===== src/rtl/bp_common_pkg.sv =====
// -----------------------------------------------------------------------------
// bp_common_pkg
//   Shared types and width helpers for the dcache LCE command path.
//   - CCE->LCE command types, coherence states, LCE->CCE ack types
//   - lce_cmd_state_e: state encoding of the LCE command handler FSM
//   - default configuration and width localparams derived from it
//   - helper functions that derive the dcache address slicing from the
//     cache geometry, so modules and interfaces stay consistent
// -----------------------------------------------------------------------------
package bp_common_pkg;

    // Default configuration of the dcache / coherence system.
    localparam int paddr_width_gp = 22;
    localparam int num_cce_gp     = 2;
    localparam int num_lce_gp     = 2;
    localparam int ways_gp        = 8;
    localparam int sets_gp        = 64;
    localparam int data_width_gp  = 64;

    // Id/select width that stays at least one bit for single-entry spaces.
    function automatic int id_width(input int n);
        return (n <= 1) ? 1 : $clog2(n);
    endfunction

    // A dcache block holds ways_p words of data_width_p bits, so the block
    // offset covers the word select plus the byte-in-word select.
    function automatic int block_offset_width(input int ways, input int data_width);
        return $clog2(ways) + $clog2(data_width / 8);
    endfunction

    function automatic int index_width(input int sets);
        return id_width(sets);
    endfunction

    // The set index sits directly above the block offset; the rest of the
    // physical address above the page offset is the tag.
    function automatic int page_offset_width(input int ways, input int data_width, input int sets);
        return block_offset_width(ways, data_width) + index_width(sets);
    endfunction

    function automatic int ptag_width(input int paddr_width, input int ways,
                                      input int data_width, input int sets);
        return paddr_width - page_offset_width(ways, data_width, sets);
    endfunction

    // Widths for the default configuration.
    localparam int lce_id_width_gp = id_width(num_lce_gp);
    localparam int cce_id_width_gp = id_width(num_cce_gp);
    localparam int way_id_width_gp = id_width(ways_gp);
    localparam int index_width_gp  = index_width(sets_gp);
    localparam int ptag_width_gp   = ptag_width(paddr_width_gp, ways_gp, data_width_gp, sets_gp);

    typedef enum logic [3:0] {
        e_lce_cmd_sync           = 4'd0,
        e_lce_cmd_set_clear      = 4'd1,
        e_lce_cmd_transfer       = 4'd2,
        e_lce_cmd_writeback      = 4'd3,
        e_lce_cmd_set_tag        = 4'd4,
        e_lce_cmd_set_tag_wakeup = 4'd5,
        e_lce_cmd_invalidate_tag = 4'd6
    } bp_cce_lce_cmd_type_e;

    typedef enum logic [1:0] {
        e_COH_I = 2'd0,
        e_COH_S = 2'd1,
        e_COH_E = 2'd2,
        e_COH_M = 2'd3
    } bp_coh_states_e;

    typedef enum logic [1:0] {
        e_lce_cce_sync_ack = 2'd0,
        e_lce_cce_inv_ack  = 2'd1,
        e_lce_cce_coh_ack  = 2'd2
    } bp_lce_cce_ack_type_e;

    typedef enum logic [2:0] {
        e_lce_cmd_reset,
        e_lce_cmd_ready,
        e_lce_cmd_sync_ack,
        e_lce_cmd_tag_write,
        e_lce_cmd_inv_ack
    } lce_cmd_state_e;

endpackage


===== src/rtl/bp_be_dcache_lce_cmd_if.sv =====
// -----------------------------------------------------------------------------
// bp_be_dcache_lce_cmd_if
//   Bundles the three channels the LCE command handler talks on:
//   - command channel   (CCE -> handler, valid/ready)
//   - tag memory write  (handler -> tag mem, valid/yumi) plus the
//                        tag_set / tag_set_wakeup pulses to the request handler
//   - response channel  (handler -> CCE, valid/yumi)
//   Modports:
//   - slave  : the command handler
//   - master : the environment (CCE, tag memory, response arbiter)
// -----------------------------------------------------------------------------
interface bp_be_dcache_lce_cmd_if
    import bp_common_pkg::*;
#(
    parameter int paddr_width_p = paddr_width_gp,
    parameter int num_cce_p     = num_cce_gp,
    parameter int num_lce_p     = num_lce_gp,
    parameter int ways_p        = ways_gp,
    parameter int sets_p        = sets_gp,
    parameter int data_width_p  = data_width_gp
);

    localparam int cce_id_width_lp = id_width(num_cce_p);
    localparam int lce_id_width_lp = id_width(num_lce_p);
    localparam int way_id_width_lp = id_width(ways_p);
    localparam int index_width_lp  = index_width(sets_p);
    localparam int ptag_width_lp   = ptag_width(paddr_width_p, ways_p, data_width_p, sets_p);

    // Command channel
    logic                       lce_cmd_v_i;
    logic                       lce_cmd_ready_o;
    bp_cce_lce_cmd_type_e       lce_cmd_type_i;
    logic [cce_id_width_lp-1:0] lce_cmd_src_id_i;
    logic [paddr_width_p-1:0]   lce_cmd_addr_i;
    logic [way_id_width_lp-1:0] lce_cmd_way_i;
    bp_coh_states_e             lce_cmd_state_i;

    // Tag memory write and request-handler notification
    logic                       tag_mem_v_o;
    logic                       tag_mem_yumi_i;
    logic [index_width_lp-1:0]  tag_mem_index_o;
    logic [way_id_width_lp-1:0] tag_mem_way_o;
    logic [ptag_width_lp-1:0]   tag_mem_tag_o;
    bp_coh_states_e             tag_mem_state_o;
    logic                       tag_set_o;
    logic                       tag_set_wakeup_o;

    // Response channel
    logic                       lce_resp_v_o;
    logic                       lce_resp_yumi_i;
    bp_lce_cce_ack_type_e       lce_resp_msg_type_o;
    logic [cce_id_width_lp-1:0] lce_resp_dst_id_o;
    logic [lce_id_width_lp-1:0] lce_resp_src_id_o;
    logic [paddr_width_p-1:0]   lce_resp_addr_o;

    modport slave (
        input  lce_cmd_v_i, lce_cmd_type_i, lce_cmd_src_id_i, lce_cmd_addr_i,
               lce_cmd_way_i, lce_cmd_state_i, tag_mem_yumi_i, lce_resp_yumi_i,
        output lce_cmd_ready_o, tag_mem_v_o, tag_mem_index_o, tag_mem_way_o,
               tag_mem_tag_o, tag_mem_state_o, tag_set_o, tag_set_wakeup_o,
               lce_resp_v_o, lce_resp_msg_type_o, lce_resp_dst_id_o,
               lce_resp_src_id_o, lce_resp_addr_o
    );

    modport master (
        output lce_cmd_v_i, lce_cmd_type_i, lce_cmd_src_id_i, lce_cmd_addr_i,
               lce_cmd_way_i, lce_cmd_state_i, tag_mem_yumi_i, lce_resp_yumi_i,
        input  lce_cmd_ready_o, tag_mem_v_o, tag_mem_index_o, tag_mem_way_o,
               tag_mem_tag_o, tag_mem_state_o, tag_set_o, tag_set_wakeup_o,
               lce_resp_v_o, lce_resp_msg_type_o, lce_resp_dst_id_o,
               lce_resp_src_id_o, lce_resp_addr_o
    );

endinterface


===== src/rtl/bp_be_dcache_lce_cmd.sv =====
// -----------------------------------------------------------------------------
// bp_be_dcache_lce_cmd
//   LCE command handler for the dcache. Consumes CCE->LCE commands (sync,
//   set_tag, set_tag_wakeup, invalidate_tag), writes tag + coherence state
//   into the tag memory, pulses tag_set / tag_set_wakeup to the waiting
//   request handler and returns sync_ack / inv_ack on the response channel.
//
//   Ports:
//   - clk_i       clock
//   - reset_n_i   asynchronous active-low reset; deassertion is expected to
//                 be synchronised to clk_i upstream
//   - lce_id_i    own LCE id, used as response src_id
//   - bus         slave side of bp_be_dcache_lce_cmd_if (command, tag memory
//                 and response channels)
//   - lce_ready_o high once num_cce_p syncs have been acked; sticky
//   - cmd_error_o one-cycle pulse the cycle after an unsupported command
//                 type was consumed
// -----------------------------------------------------------------------------
module bp_be_dcache_lce_cmd
    import bp_common_pkg::*;
#(
    parameter int paddr_width_p = paddr_width_gp,
    parameter int num_cce_p     = num_cce_gp,
    parameter int num_lce_p     = num_lce_gp,
    parameter int ways_p        = ways_gp,
    parameter int sets_p        = sets_gp,
    parameter int data_width_p  = data_width_gp
) (
    input  logic                           clk_i,
    input  logic                           reset_n_i,
    input  logic [id_width(num_lce_p)-1:0] lce_id_i,
    bp_be_dcache_lce_cmd_if.slave          bus,
    output logic                           lce_ready_o,
    output logic                           cmd_error_o
);

    localparam int cce_id_width_lp     = id_width(num_cce_p);
    localparam int way_id_width_lp     = id_width(ways_p);
    localparam int index_width_lp      = index_width(sets_p);
    localparam int block_offset_lp     = block_offset_width(ways_p, data_width_p);
    localparam int ptag_width_lp       = ptag_width(paddr_width_p, ways_p, data_width_p, sets_p);
    localparam int sync_cnt_width_lp   = $clog2(num_cce_p + 1);
    localparam logic [sync_cnt_width_lp-1:0] sync_target_lp = sync_cnt_width_lp'(num_cce_p);

    lce_cmd_state_e state_q, state_d;

    // Latched command
    bp_cce_lce_cmd_type_e       cmd_type_q;
    logic [cce_id_width_lp-1:0] cmd_src_q;
    logic [paddr_width_p-1:0]   cmd_addr_q;
    logic [way_id_width_lp-1:0] cmd_way_q;
    bp_coh_states_e             cmd_state_q;

    logic [sync_cnt_width_lp-1:0] sync_count_q, sync_count_inc;
    logic lce_ready_q;
    logic cmd_error_q, cmd_error_d;
    logic cmd_ready, cmd_fire, sync_ack_done, set_lce_ready;

    assign cmd_fire = bus.lce_cmd_v_i & cmd_ready;

    // Saturating increment: extra syncs after boot never wrap the count.
    assign sync_count_inc = (sync_count_q == sync_target_lp)
                          ? sync_count_q
                          : sync_count_q + 1'b1;

    // NOTE: every signal written here gets a default first, so no path can
    // leave one unassigned and infer a latch.
    always_comb begin
        state_d       = state_q;
        cmd_ready     = 1'b0;
        cmd_error_d   = 1'b0;
        sync_ack_done = 1'b0;
        set_lce_ready = 1'b0;
        bus.tag_mem_v_o         = 1'b0;
        bus.tag_set_o           = 1'b0;
        bus.tag_set_wakeup_o    = 1'b0;
        bus.lce_resp_v_o        = 1'b0;
        bus.lce_resp_msg_type_o = e_lce_cce_sync_ack;

        unique case (state_q)
            e_lce_cmd_reset: begin
                // Only syncs make progress before the LCE is ready.
                cmd_ready = 1'b1;
                if (bus.lce_cmd_v_i) begin
                    if (bus.lce_cmd_type_i == e_lce_cmd_sync) begin
                        state_d = e_lce_cmd_sync_ack;
                    end else begin
                        cmd_error_d = 1'b1;
                    end
                end
            end

            e_lce_cmd_ready: begin
                cmd_ready = 1'b1;
                if (bus.lce_cmd_v_i) begin
                    unique case (bus.lce_cmd_type_i)
                        e_lce_cmd_sync:           state_d = e_lce_cmd_sync_ack;
                        e_lce_cmd_set_tag,
                        e_lce_cmd_set_tag_wakeup,
                        e_lce_cmd_invalidate_tag: state_d = e_lce_cmd_tag_write;
                        default:                  cmd_error_d = 1'b1;
                    endcase
                end
            end

            e_lce_cmd_sync_ack: begin
                bus.lce_resp_v_o        = 1'b1;
                bus.lce_resp_msg_type_o = e_lce_cce_sync_ack;
                if (bus.lce_resp_yumi_i) begin
                    sync_ack_done = 1'b1;
                    // A sync after boot returns to ready without touching
                    // lce_ready; at boot the last CCE's sync flips it.
                    if (lce_ready_q || (sync_count_inc == sync_target_lp)) begin
                        set_lce_ready = 1'b1;
                        state_d       = e_lce_cmd_ready;
                    end else begin
                        state_d       = e_lce_cmd_reset;
                    end
                end
            end

            e_lce_cmd_tag_write: begin
                bus.tag_mem_v_o = 1'b1;
                if (bus.tag_mem_yumi_i) begin
                    unique case (cmd_type_q)
                        e_lce_cmd_set_tag: begin
                            bus.tag_set_o = 1'b1;
                            state_d       = e_lce_cmd_ready;
                        end
                        e_lce_cmd_set_tag_wakeup: begin
                            bus.tag_set_wakeup_o = 1'b1;
                            state_d              = e_lce_cmd_ready;
                        end
                        e_lce_cmd_invalidate_tag: state_d = e_lce_cmd_inv_ack;
                        default:                  state_d = e_lce_cmd_ready;
                    endcase
                end
            end

            e_lce_cmd_inv_ack: begin
                bus.lce_resp_v_o        = 1'b1;
                bus.lce_resp_msg_type_o = e_lce_cce_inv_ack;
                if (bus.lce_resp_yumi_i) begin
                    state_d = e_lce_cmd_ready;
                end
            end

            default: state_d = e_lce_cmd_reset;
        endcase
    end

    // NOTE: sequential state uses non-blocking assignments so every flop
    // samples pre-edge values regardless of process evaluation order.
    always_ff @(posedge clk_i or negedge reset_n_i) begin
        if (!reset_n_i) begin
            state_q      <= e_lce_cmd_reset;
            sync_count_q <= '0;
            lce_ready_q  <= 1'b0;
            cmd_error_q  <= 1'b0;
        end else begin
            state_q     <= state_d;
            cmd_error_q <= cmd_error_d;
            if (sync_ack_done) begin
                sync_count_q <= sync_count_inc;
            end
            if (set_lce_ready) begin
                lce_ready_q <= 1'b1;
            end
        end
    end

    // NOTE: the command register carries data only; it is qualified by the
    // FSM state, so it has no reset and loads solely on an accepted command.
    always_ff @(posedge clk_i) begin
        if (cmd_fire) begin
            cmd_type_q  <= bus.lce_cmd_type_i;
            cmd_src_q   <= bus.lce_cmd_src_id_i;
            cmd_addr_q  <= bus.lce_cmd_addr_i;
            cmd_way_q   <= bus.lce_cmd_way_i;
            cmd_state_q <= bus.lce_cmd_state_i;
        end
    end

    // Payloads come straight from the command register, so they hold
    // steady for as long as the matching valid waits for its yumi.
    assign bus.lce_cmd_ready_o   = cmd_ready;
    assign bus.tag_mem_index_o   = cmd_addr_q[block_offset_lp +: index_width_lp];
    assign bus.tag_mem_tag_o     = cmd_addr_q[paddr_width_p-1 -: ptag_width_lp];
    assign bus.tag_mem_way_o     = cmd_way_q;
    assign bus.tag_mem_state_o   = (cmd_type_q == e_lce_cmd_invalidate_tag) ? e_COH_I : cmd_state_q;
    assign bus.lce_resp_dst_id_o = cmd_src_q;
    assign bus.lce_resp_src_id_o = lce_id_i;
    assign bus.lce_resp_addr_o   = cmd_addr_q;

    assign lce_ready_o = lce_ready_q;
    assign cmd_error_o = cmd_error_q;

    // Handshake sanity: consumers only take what is offered.
    a_resp_yumi_needs_v: assert property (
        @(posedge clk_i) disable iff (!reset_n_i) bus.lce_resp_yumi_i |-> bus.lce_resp_v_o);
    a_tag_yumi_needs_v: assert property (
        @(posedge clk_i) disable iff (!reset_n_i) bus.tag_mem_yumi_i |-> bus.tag_mem_v_o);

endmodule


===== src/flat_wrapper.sv =====
// flat-port wrapper written by rule: the top's interface ports become plain ports
module bp_be_dcache_lce_cmd_flat import bp_common_pkg::*;
#(
    parameter int paddr_width_p = paddr_width_gp,
    parameter int num_cce_p     = num_cce_gp,
    parameter int num_lce_p     = num_lce_gp,
    parameter int ways_p        = ways_gp,
    parameter int sets_p        = sets_gp,
    parameter int data_width_p  = data_width_gp
)
  (clk_i, reset_n_i, lce_id_i, lce_ready_o, cmd_error_o, bus_lce_cmd_v_i, bus_lce_cmd_type_i, bus_lce_cmd_src_id_i, bus_lce_cmd_addr_i, bus_lce_cmd_way_i, bus_lce_cmd_state_i, bus_tag_mem_yumi_i, bus_lce_resp_yumi_i, bus_lce_cmd_ready_o, bus_tag_mem_v_o, bus_tag_mem_index_o, bus_tag_mem_way_o, bus_tag_mem_tag_o, bus_tag_mem_state_o, bus_tag_set_o, bus_tag_set_wakeup_o, bus_lce_resp_v_o, bus_lce_resp_msg_type_o, bus_lce_resp_dst_id_o, bus_lce_resp_src_id_o, bus_lce_resp_addr_o);
  bp_be_dcache_lce_cmd_if #(.paddr_width_p(paddr_width_p), .num_cce_p(num_cce_p), .num_lce_p(num_lce_p), .ways_p(ways_p), .sets_p(sets_p), .data_width_p(data_width_p)) bus_i ();
  input  logic clk_i;
  input  logic reset_n_i;
  input  logic [id_width(num_lce_p)-1:0] lce_id_i;
  output logic lce_ready_o;
  output logic cmd_error_o;
  input wire logic [$bits(bus_i.lce_cmd_v_i)-1:0] bus_lce_cmd_v_i;
  input wire logic [$bits(bus_i.lce_cmd_type_i)-1:0] bus_lce_cmd_type_i;
  input wire logic [$bits(bus_i.lce_cmd_src_id_i)-1:0] bus_lce_cmd_src_id_i;
  input wire logic [$bits(bus_i.lce_cmd_addr_i)-1:0] bus_lce_cmd_addr_i;
  input wire logic [$bits(bus_i.lce_cmd_way_i)-1:0] bus_lce_cmd_way_i;
  input wire logic [$bits(bus_i.lce_cmd_state_i)-1:0] bus_lce_cmd_state_i;
  input wire logic [$bits(bus_i.tag_mem_yumi_i)-1:0] bus_tag_mem_yumi_i;
  input wire logic [$bits(bus_i.lce_resp_yumi_i)-1:0] bus_lce_resp_yumi_i;
  output wire logic [$bits(bus_i.lce_cmd_ready_o)-1:0] bus_lce_cmd_ready_o;
  output wire logic [$bits(bus_i.tag_mem_v_o)-1:0] bus_tag_mem_v_o;
  output wire logic [$bits(bus_i.tag_mem_index_o)-1:0] bus_tag_mem_index_o;
  output wire logic [$bits(bus_i.tag_mem_way_o)-1:0] bus_tag_mem_way_o;
  output wire logic [$bits(bus_i.tag_mem_tag_o)-1:0] bus_tag_mem_tag_o;
  output wire logic [$bits(bus_i.tag_mem_state_o)-1:0] bus_tag_mem_state_o;
  output wire logic [$bits(bus_i.tag_set_o)-1:0] bus_tag_set_o;
  output wire logic [$bits(bus_i.tag_set_wakeup_o)-1:0] bus_tag_set_wakeup_o;
  output wire logic [$bits(bus_i.lce_resp_v_o)-1:0] bus_lce_resp_v_o;
  output wire logic [$bits(bus_i.lce_resp_msg_type_o)-1:0] bus_lce_resp_msg_type_o;
  output wire logic [$bits(bus_i.lce_resp_dst_id_o)-1:0] bus_lce_resp_dst_id_o;
  output wire logic [$bits(bus_i.lce_resp_src_id_o)-1:0] bus_lce_resp_src_id_o;
  output wire logic [$bits(bus_i.lce_resp_addr_o)-1:0] bus_lce_resp_addr_o;
  assign bus_i.lce_cmd_v_i = bus_lce_cmd_v_i;
  assign bus_i.lce_cmd_type_i = bus_lce_cmd_type_i;
  assign bus_i.lce_cmd_src_id_i = bus_lce_cmd_src_id_i;
  assign bus_i.lce_cmd_addr_i = bus_lce_cmd_addr_i;
  assign bus_i.lce_cmd_way_i = bus_lce_cmd_way_i;
  assign bus_i.lce_cmd_state_i = bus_lce_cmd_state_i;
  assign bus_i.tag_mem_yumi_i = bus_tag_mem_yumi_i;
  assign bus_i.lce_resp_yumi_i = bus_lce_resp_yumi_i;
  assign bus_lce_cmd_ready_o = bus_i.lce_cmd_ready_o;
  assign bus_tag_mem_v_o = bus_i.tag_mem_v_o;
  assign bus_tag_mem_index_o = bus_i.tag_mem_index_o;
  assign bus_tag_mem_way_o = bus_i.tag_mem_way_o;
  assign bus_tag_mem_tag_o = bus_i.tag_mem_tag_o;
  assign bus_tag_mem_state_o = bus_i.tag_mem_state_o;
  assign bus_tag_set_o = bus_i.tag_set_o;
  assign bus_tag_set_wakeup_o = bus_i.tag_set_wakeup_o;
  assign bus_lce_resp_v_o = bus_i.lce_resp_v_o;
  assign bus_lce_resp_msg_type_o = bus_i.lce_resp_msg_type_o;
  assign bus_lce_resp_dst_id_o = bus_i.lce_resp_dst_id_o;
  assign bus_lce_resp_src_id_o = bus_i.lce_resp_src_id_o;
  assign bus_lce_resp_addr_o = bus_i.lce_resp_addr_o;
  bp_be_dcache_lce_cmd #(.paddr_width_p(paddr_width_p), .num_cce_p(num_cce_p), .num_lce_p(num_lce_p), .ways_p(ways_p), .sets_p(sets_p), .data_width_p(data_width_p)) u_core (.clk_i(clk_i), .reset_n_i(reset_n_i), .lce_id_i(lce_id_i), .bus(bus_i), .lce_ready_o(lce_ready_o), .cmd_error_o(cmd_error_o));
endmodule

===== config.mk =====
export PLATFORM = sky130hd
export DESIGN_NAME = bp_be_dcache_lce_cmd_flat
export DESIGN_NICKNAME = d
export VERILOG_FILES = /design/src/rtl/bp_common_pkg.sv /design/src/rtl/bp_be_dcache_lce_cmd_if.sv /design/src/rtl/bp_be_dcache_lce_cmd.sv /design/src/flat_wrapper.sv
export SDC_FILE = /design/constraint.sdc
export NUM_CORES = 1
export LEC_CHECK = 0
export ABC_AREA = 0
export BUFFER_PORTS_ARGS = -buffer_cell sky130_fd_sc_hd__clkbuf_2
export CORE_MARGIN = 5
export CORE_UTILIZATION = 43
export CTS_CLUSTER_DIAMETER = 80
export CTS_CLUSTER_SIZE = 16
export DETAILED_ROUTE_END_ITERATION = 7
export HOLD_SLACK_MARGIN = 0.12
export PLACE_DENSITY_LB_ADDON = 0.3
export SETUP_SLACK_MARGIN = 0.02
export SLEW_MARGIN = 10
export SYNTH_ARGS = -nofsm -noshare
export SYNTH_HDL_FRONTEND = slang
export SYNTH_SLANG_ARGS = --single-unit

===== constraint.sdc =====
create_clock -name clk_i -period 2.7 [get_ports clk_i]
set_input_delay 0.54 -clock clk_i [delete_from_list [all_inputs] [get_ports clk_i]]
set_output_delay 0.54 -clock clk_i [all_outputs]
set_load 0.03 [all_outputs]

# --- Word-level counts from Yosys, hierarchy flattened ---
# Index checks and enable logic that the tools add are counted.
# Widths: inputs -> output; s select.
totals:
  register_bits: 39
  inputBits: 38
  word_cells: 70
op_classes:
  add_sub_neg: 1
  n_eq_ne: 19
  mux: 32
  n_bitwise: 1
  reduce_logical: 8
ops:
  columns: ["cell", "n"]
  rows:
  - ["$eq 4x3->1 const B", 6]
  - ["$mux 3", 7]
  - ["$mux 1", 20]
  - ["$pmux 3 s5", 1]
  - ["$ne 2x2->1 const B", 5]
  - ["$reduce_and 7->1", 1]
  - ["$eq 3x2->1 const B", 2]
  - ["$pmux 3 s2", 1]
  - ["$eq 2x2->1 const B", 2]
  - ["$logic_not 4->1", 1]
  - ["$mux 2", 2]
  - ["$reduce_or 2->1", 2]
  - ["$reduce_or 4->1", 1]
  - ["$eq 3x1->1 const B", 1]
  - ["$eq 3x3->1 const B", 1]
  - ["$logic_not 3->1", 1]
  - ["$ne 3x1->1 const B", 1]
  - ["$reduce_or 3->1", 1]
  - ["$add 2x1->2 const B", 1]
  - ["$ne 2x1->1 const B", 1]
  - ["$pmux 1 s2", 1]
  - ["$and 1x1->1", 1]
  - ["$logic_or 1x1->1", 1]

# --- Logic depth before layout (Yosys ltp) ---
logic_depth:
  word_depth: 7
  mapped_depth: 6

# --- Worst setup path before layout ---
# Ideal clock, no wire load.
synth_path:
  kind: "register -> register"
  from: "register u_core.state_q[2]"
  to: "register u_core.cmd_addr_q[0], in the netlist u_core.bus.lce_resp_addr_o[0] (enable)"
  setup_time_ps: 392
  arrival_ps: 1933
  required_ps: 2308
  path_slack_ps: 375
  path_stages_with_launch: 3
  n_path_buf: 0
  path_cell_list: "dfrtp_1 > nor2_1 > and2_1"
synth_between:
  elab_chain_len: 4
synth_rtl:
  columns: ["element", "line_no", "source"]
  rows:
  - ["start: declaration", "bp_be_dcache_lce_cmd.sv:45", "lce_cmd_state_e state_q, state_d;"]
  - ["start signal: assignment", "bp_be_dcache_lce_cmd.sv:156", "state_q <= e_lce_cmd_reset;"]
  - ["start signal: assignment", "bp_be_dcache_lce_cmd.sv:161", "state_q <= state_d;"]
  - ["$eq 3x1->1 or $logic_not 3->1 (tied branches)", "bp_be_dcache_lce_cmd.sv:80", "unique case (state_q)"]
  - ["$reduce_or 2->1 (no line) *", null, null]
  - ["$mux 1 *", "bp_be_dcache_lce_cmd.sv:80", null]
  - ["via bus_lce_cmd_ready_o", "flat_wrapper.sv:26", "output wire logic [$bits(bus_i.lce_cmd_ready_o)-1:0] bus_lce_cmd_ready_o;"]
  - ["$and 1x1->1 *", "bp_be_dcache_lce_cmd.sv:59", "assign cmd_fire = bus.lce_cmd_v_i & cmd_ready;"]
  - ["via u_core.cmd_fire", "bp_be_dcache_lce_cmd.sv:57", "logic cmd_ready, cmd_fire, sync_ack_done, set_lce_ready;"]
  - ["end signal: assignment", "bp_be_dcache_lce_cmd.sv:178", "cmd_addr_q <= bus.lce_cmd_addr_i;"]
  - ["end: declaration", "bp_be_dcache_lce_cmd.sv:50", "logic [paddr_width_p-1:0] cmd_addr_q;"]
# Mark *: on every way through the listed nets, which the timed path passes. The rest lies on a longest branch.
# A chain may end at the register's enable or synchronous reset.

# --- Final worst setup path ---
layout_path:
  from: "register u_core.state_q[0]"
  to: "output bus_tag_set_o"
layout_between:
  elab_chain_len: 2
layout_rtl:
  columns: ["element", "line_no", "source"]
  rows:
  - ["$eq 3x2->1", "bp_be_dcache_lce_cmd.sv:80", null]
  - ["$mux 1", "bp_be_dcache_lce_cmd.sv:80", null]
  - ["end: declaration", "flat_wrapper.sv:32", "output wire logic [$bits(bus_i.tag_set_o)-1:0] bus_tag_set_o;"]
# Every way passes these cells.

==> results.yml <==
status:
  outcome: "complete, no violations"
pwr:
  power_per_cell_area_nw_per_um2: 732
  internal_power_uw: 1110
  ir_worst_vdd_mv: 0.391
  power_switching_share_pct: 27.3
  total_power_uw: 1520
  net_switching_power_figure_uw: 415
  pwr-share-comb_pct: 18.4
  p_clk_share_pct: 32.3
  seq_power_share_pct: 49.2
  leakage_uw: 0.000983
sta:
  slew_viol_final: 0
  clock_skew_ns: 0.00273
  setup_repair_after_global_routing_missed_its_margin: "no"
  hold_violations: 0
  timing.final.ws_setup_ns: 0.581
  fmaxAchievable_mhz: 472
  setup-violations-final: 0
  finalWorstPathRequiredPeriod_ns: 2.12
  fin_setup_tns_ns: 0
  final_min_period_over_clock_period_pct: 78.5
cells_and_area:
  postLayoutCoreUtil_pct: 57.6
  final-seq-area_um2: 1140
  area_occupied_by_multi_input_gates_um2: 299
  fillerInstances: 317
  post_route_cells_drive_above_1_share_pct: 56.6
  nets: 220
  syn_to_final_growth_pct: 31.7
  post_route_non_filler_standard_cell_count: 230
  diodes: 0
synth:
  synth_top_family_by_area: "simple AND/OR/NAND/NOR gates"
  synth-simple-area-share_pct: 10.7
  synthesized_area_um2: 1580
  yosys_register_bits: 39
  complex_gate_fraction_of_the_synthesized_area_pct: 6.50
  ys_types: 28
  synth_xor_xnor_area_share_pct: 0
  synth.net_count: 141
  ys_warn_count: 0
  synth_fa_ha_area_share_pct: 0.793
  synth_sequential_area_ratio_pct: 72.0
  multiplexer_share_of_the_synthesized_area_pct: 0.714
  netlist_instances: 102
  synthesis.area_per_instance_um2: 15.5
setup_path:
  setup.worst_path.class: "reg2out"
  crit_required_ns: 2.16
  critPathLaunchType: "flop"
  crit_path_max_fanout: 8
  arr_time_crit_path_ns: 1.58
  endpoint_kind: "output port"
floorplanning:
  die-area_um2: 4980
  start_util_pct: 43.8
  row_count: 22
  dieHeight_um: 70.6
  die-width_um: 70.6
  core_area_um2: 3610
  io-pin-count: 92
route:
  dr_total_vias: 1038
  drt_drc_violations_left: 0
  vias_per_cell: 4.51
  number_of_drc_markers_in_iteration_0: 60
  ant_nets: 0
  wl_um: 3250
  detail_route.wl_per_cell_um: 14.1
  drt_first_pass_iters: 4
placed_design:
  gp_weighted_congestion: 0.868
  placed_cells: 221
  port_buffers: 88
  preCtsSetupSlack_ns: 0.899
  detailedPlacementHpwl_um: 2540
clock_network:
  number_of_clock_buffers_inserted_by_tritoncts: 5
  cts.reportedPaths.clkPinSlew_ns: 0.07
  cts_buffer_depth: 2
  clk_root_buffer_cell: "sky130_fd_sc_hd__clkbuf_8"
  clock_tree_from_tritoncts: "done"
  cts_htree_levels: 2
  clkSinkCount: 39
  clk_latency_ns: 0.28
grt:
  grt_overflow_total: 0
  grt_max_degree: 34
  combined_global_route_utilization_of_all_metal_layers_pct: 13.7
  grt_pass1_vias: 1077
  first_pass_grt_wire_length_um: 5210
  grt_antenna_before_repair: 0
worst_hold_path:
  worst_hold_path_type: "in2reg"
job:
  drv.max_cap_violation_count: 0
==> cells in the mapped netlist <==
master                      n  area (um2)
sky130_fd_sc_hd__nor2b_2    1        8.76
sky130_fd_sc_hd__o32ai_4    1        27.5
sky130_fd_sc_hd__and3_1     1        6.26
sky130_fd_sc_hd__nor2b_4    1        13.8
sky130_fd_sc_hd__nor3_1     2        10.0
sky130_fd_sc_hd__a21oi_2    1        8.76
sky130_fd_sc_hd__a221o_1    1        10.0
sky130_fd_sc_hd__a22o_1     1        8.76
sky130_fd_sc_hd__buf_4     18         135
sky130_fd_sc_hd__ha_1       1        12.5
sky130_fd_sc_hd__dfrtp_1    7         175
sky130_fd_sc_hd__nand2_1    6        22.5
sky130_fd_sc_hd__nand3b_1   1        7.51
sky130_fd_sc_hd__inv_1      2        7.51
sky130_fd_sc_hd__o21bai_1   1        7.51
sky130_fd_sc_hd__edfxtp_1  32         961
sky130_fd_sc_hd__nand2b_1   1        6.26
sky130_fd_sc_hd__mux2_1     1        11.3
sky130_fd_sc_hd__nand2b_2   1        8.76
sky130_fd_sc_hd__and2_1     4        25.0
sky130_fd_sc_hd__and3b_1    4        35.0
sky130_fd_sc_hd__a21oi_1    2        10.0
sky130_fd_sc_hd__o22a_2     1        10.0
sky130_fd_sc_hd__o21ai_0    3        15.0
sky130_fd_sc_hd__nor2b_1    1        6.26
sky130_fd_sc_hd__nor2_1     5        18.8
sky130_fd_sc_hd__conb_1     1        3.75
sky130_fd_sc_hd__o21ai_1    1        5.00
==> sequential cells by signal, summed over array words and instances (netlist names) <==
register                      flops
u_core.state_q                    3
u_core.lce_ready_o                1
u_core.bus.lce_resp_addr_o       22
u_core.cmd_type_q                 4
u_core.sync_count_q               2
u_core.cmd_state_q                2
u_core.bus.tag_mem_way_o          3
u_core.cmd_error_o                1
u_core.bus.lce_resp_dst_id_o      1
==> layout make-up <==
cell class	count	share of cell area, %
inverter	2	0.361
sequential	39	54.7
clock buffer	6	3.97
tap	48	2.89
multi-input combinational	43	14.4
timing repair buffer	90	22.0
clock inverter	2	1.69
==> final timing paths <==
kind                                             from                             to  slack [ns]  cells after the start
worst max-delay path                u_core.state_q[0]                  bus_tag_set_o        0.58                      4
worst min-delay path            bus_lce_cmd_addr_i[4]  u_core.bus.lce_resp_addr_o[4]        0.42                      1
worst max register to register      u_core.state_q[2]           u_core.cmd_type_q[0]        1.03                      3
worst min register to register     u_core.lce_ready_o             u_core.lce_ready_o        0.51                      1
max in group asynchronous                   reset_n_i             u_core.lce_ready_o        1.91                      2
min in group asynchronous                   reset_n_i              u_core.state_q[1]        0.63                      2
==> what timing repair did <==
action,CTS,global route
buffers inserted,0,0
endpoints found under the hold margin,7,0
resized for setup,0,0
hold buffers,1,0
==> power groups by stage <==
stage	clock network, uW	registers [uW]	logic [uW]
after global routing	539	758	306
after floorplan	0	825	143
final	492	749	281
after global placement	0	758	277
after CTS	505	749	285
after detailed placement	0	762	283
==> cells by family (layout without fill, tap and decap cells) <==
| logic type | count (synthesis) | count (layout) |
|---|---|---|
| mux | 1 | 1 |
| compound gates | 12 | 12 |
| buf+inv | 20 | 100 |
| flops | 39 | 39 |
| simple gates | 28 | 28 |
| fa+ha+maj | 1 | 1 |
| other cells | 1 | 1 |
==> cells in the final DEF (no fill, tap or decap), types with 3 or more instances in the layout <==
cell type | synthesis | layout
sky130_fd_sc_hd__dfrtp_1 | 7 | 7
sky130_fd_sc_hd__edfxtp_1 | 32 | 32
sky130_fd_sc_hd__and2_1 | 4 | 4
sky130_fd_sc_hd__nand2_1 | 6 | 6
sky130_fd_sc_hd__nor2_1 | 5 | 5
sky130_fd_sc_hd__clkbuf_8 | 0 | 6
sky130_fd_sc_hd__clkbuf_2 | 0 | 88
sky130_fd_sc_hd__and3b_1 | 4 | 4
sky130_fd_sc_hd__o21ai_0 | 3 | 3
==> layer usage <==
metal	vias to the layer above	track usage, %	wire (um)
met3	6	5.82	365
li1	507	-	-
met2	55	21.5	1590
met5	-	0	0
met1	470	16.3	1230
met4	0	6.89	63
==> critical path, stage by stage (launching register included) <==
cell and delay (ns):
sky130_fd_sc_hd__dfrtp_1 0.51, sky130_fd_sc_hd__nand2_1 0.11, sky130_fd_sc_hd__nor2_1 0.25, sky130_fd_sc_hd__and3b_1 0.22, sky130_fd_sc_hd__clkbuf_2 0.20
==> metrics by stage <==
step	hold WS [ns]	instance area, um2
after global routing	0.405	2080
after CTS	0.414	2080
after floorplan	0.244	1580
after detailed placement	0.392	1950
final	0.422	2080
after global placement	0.383	1950
No activity file was read; power rests on OpenSTA's default activity.
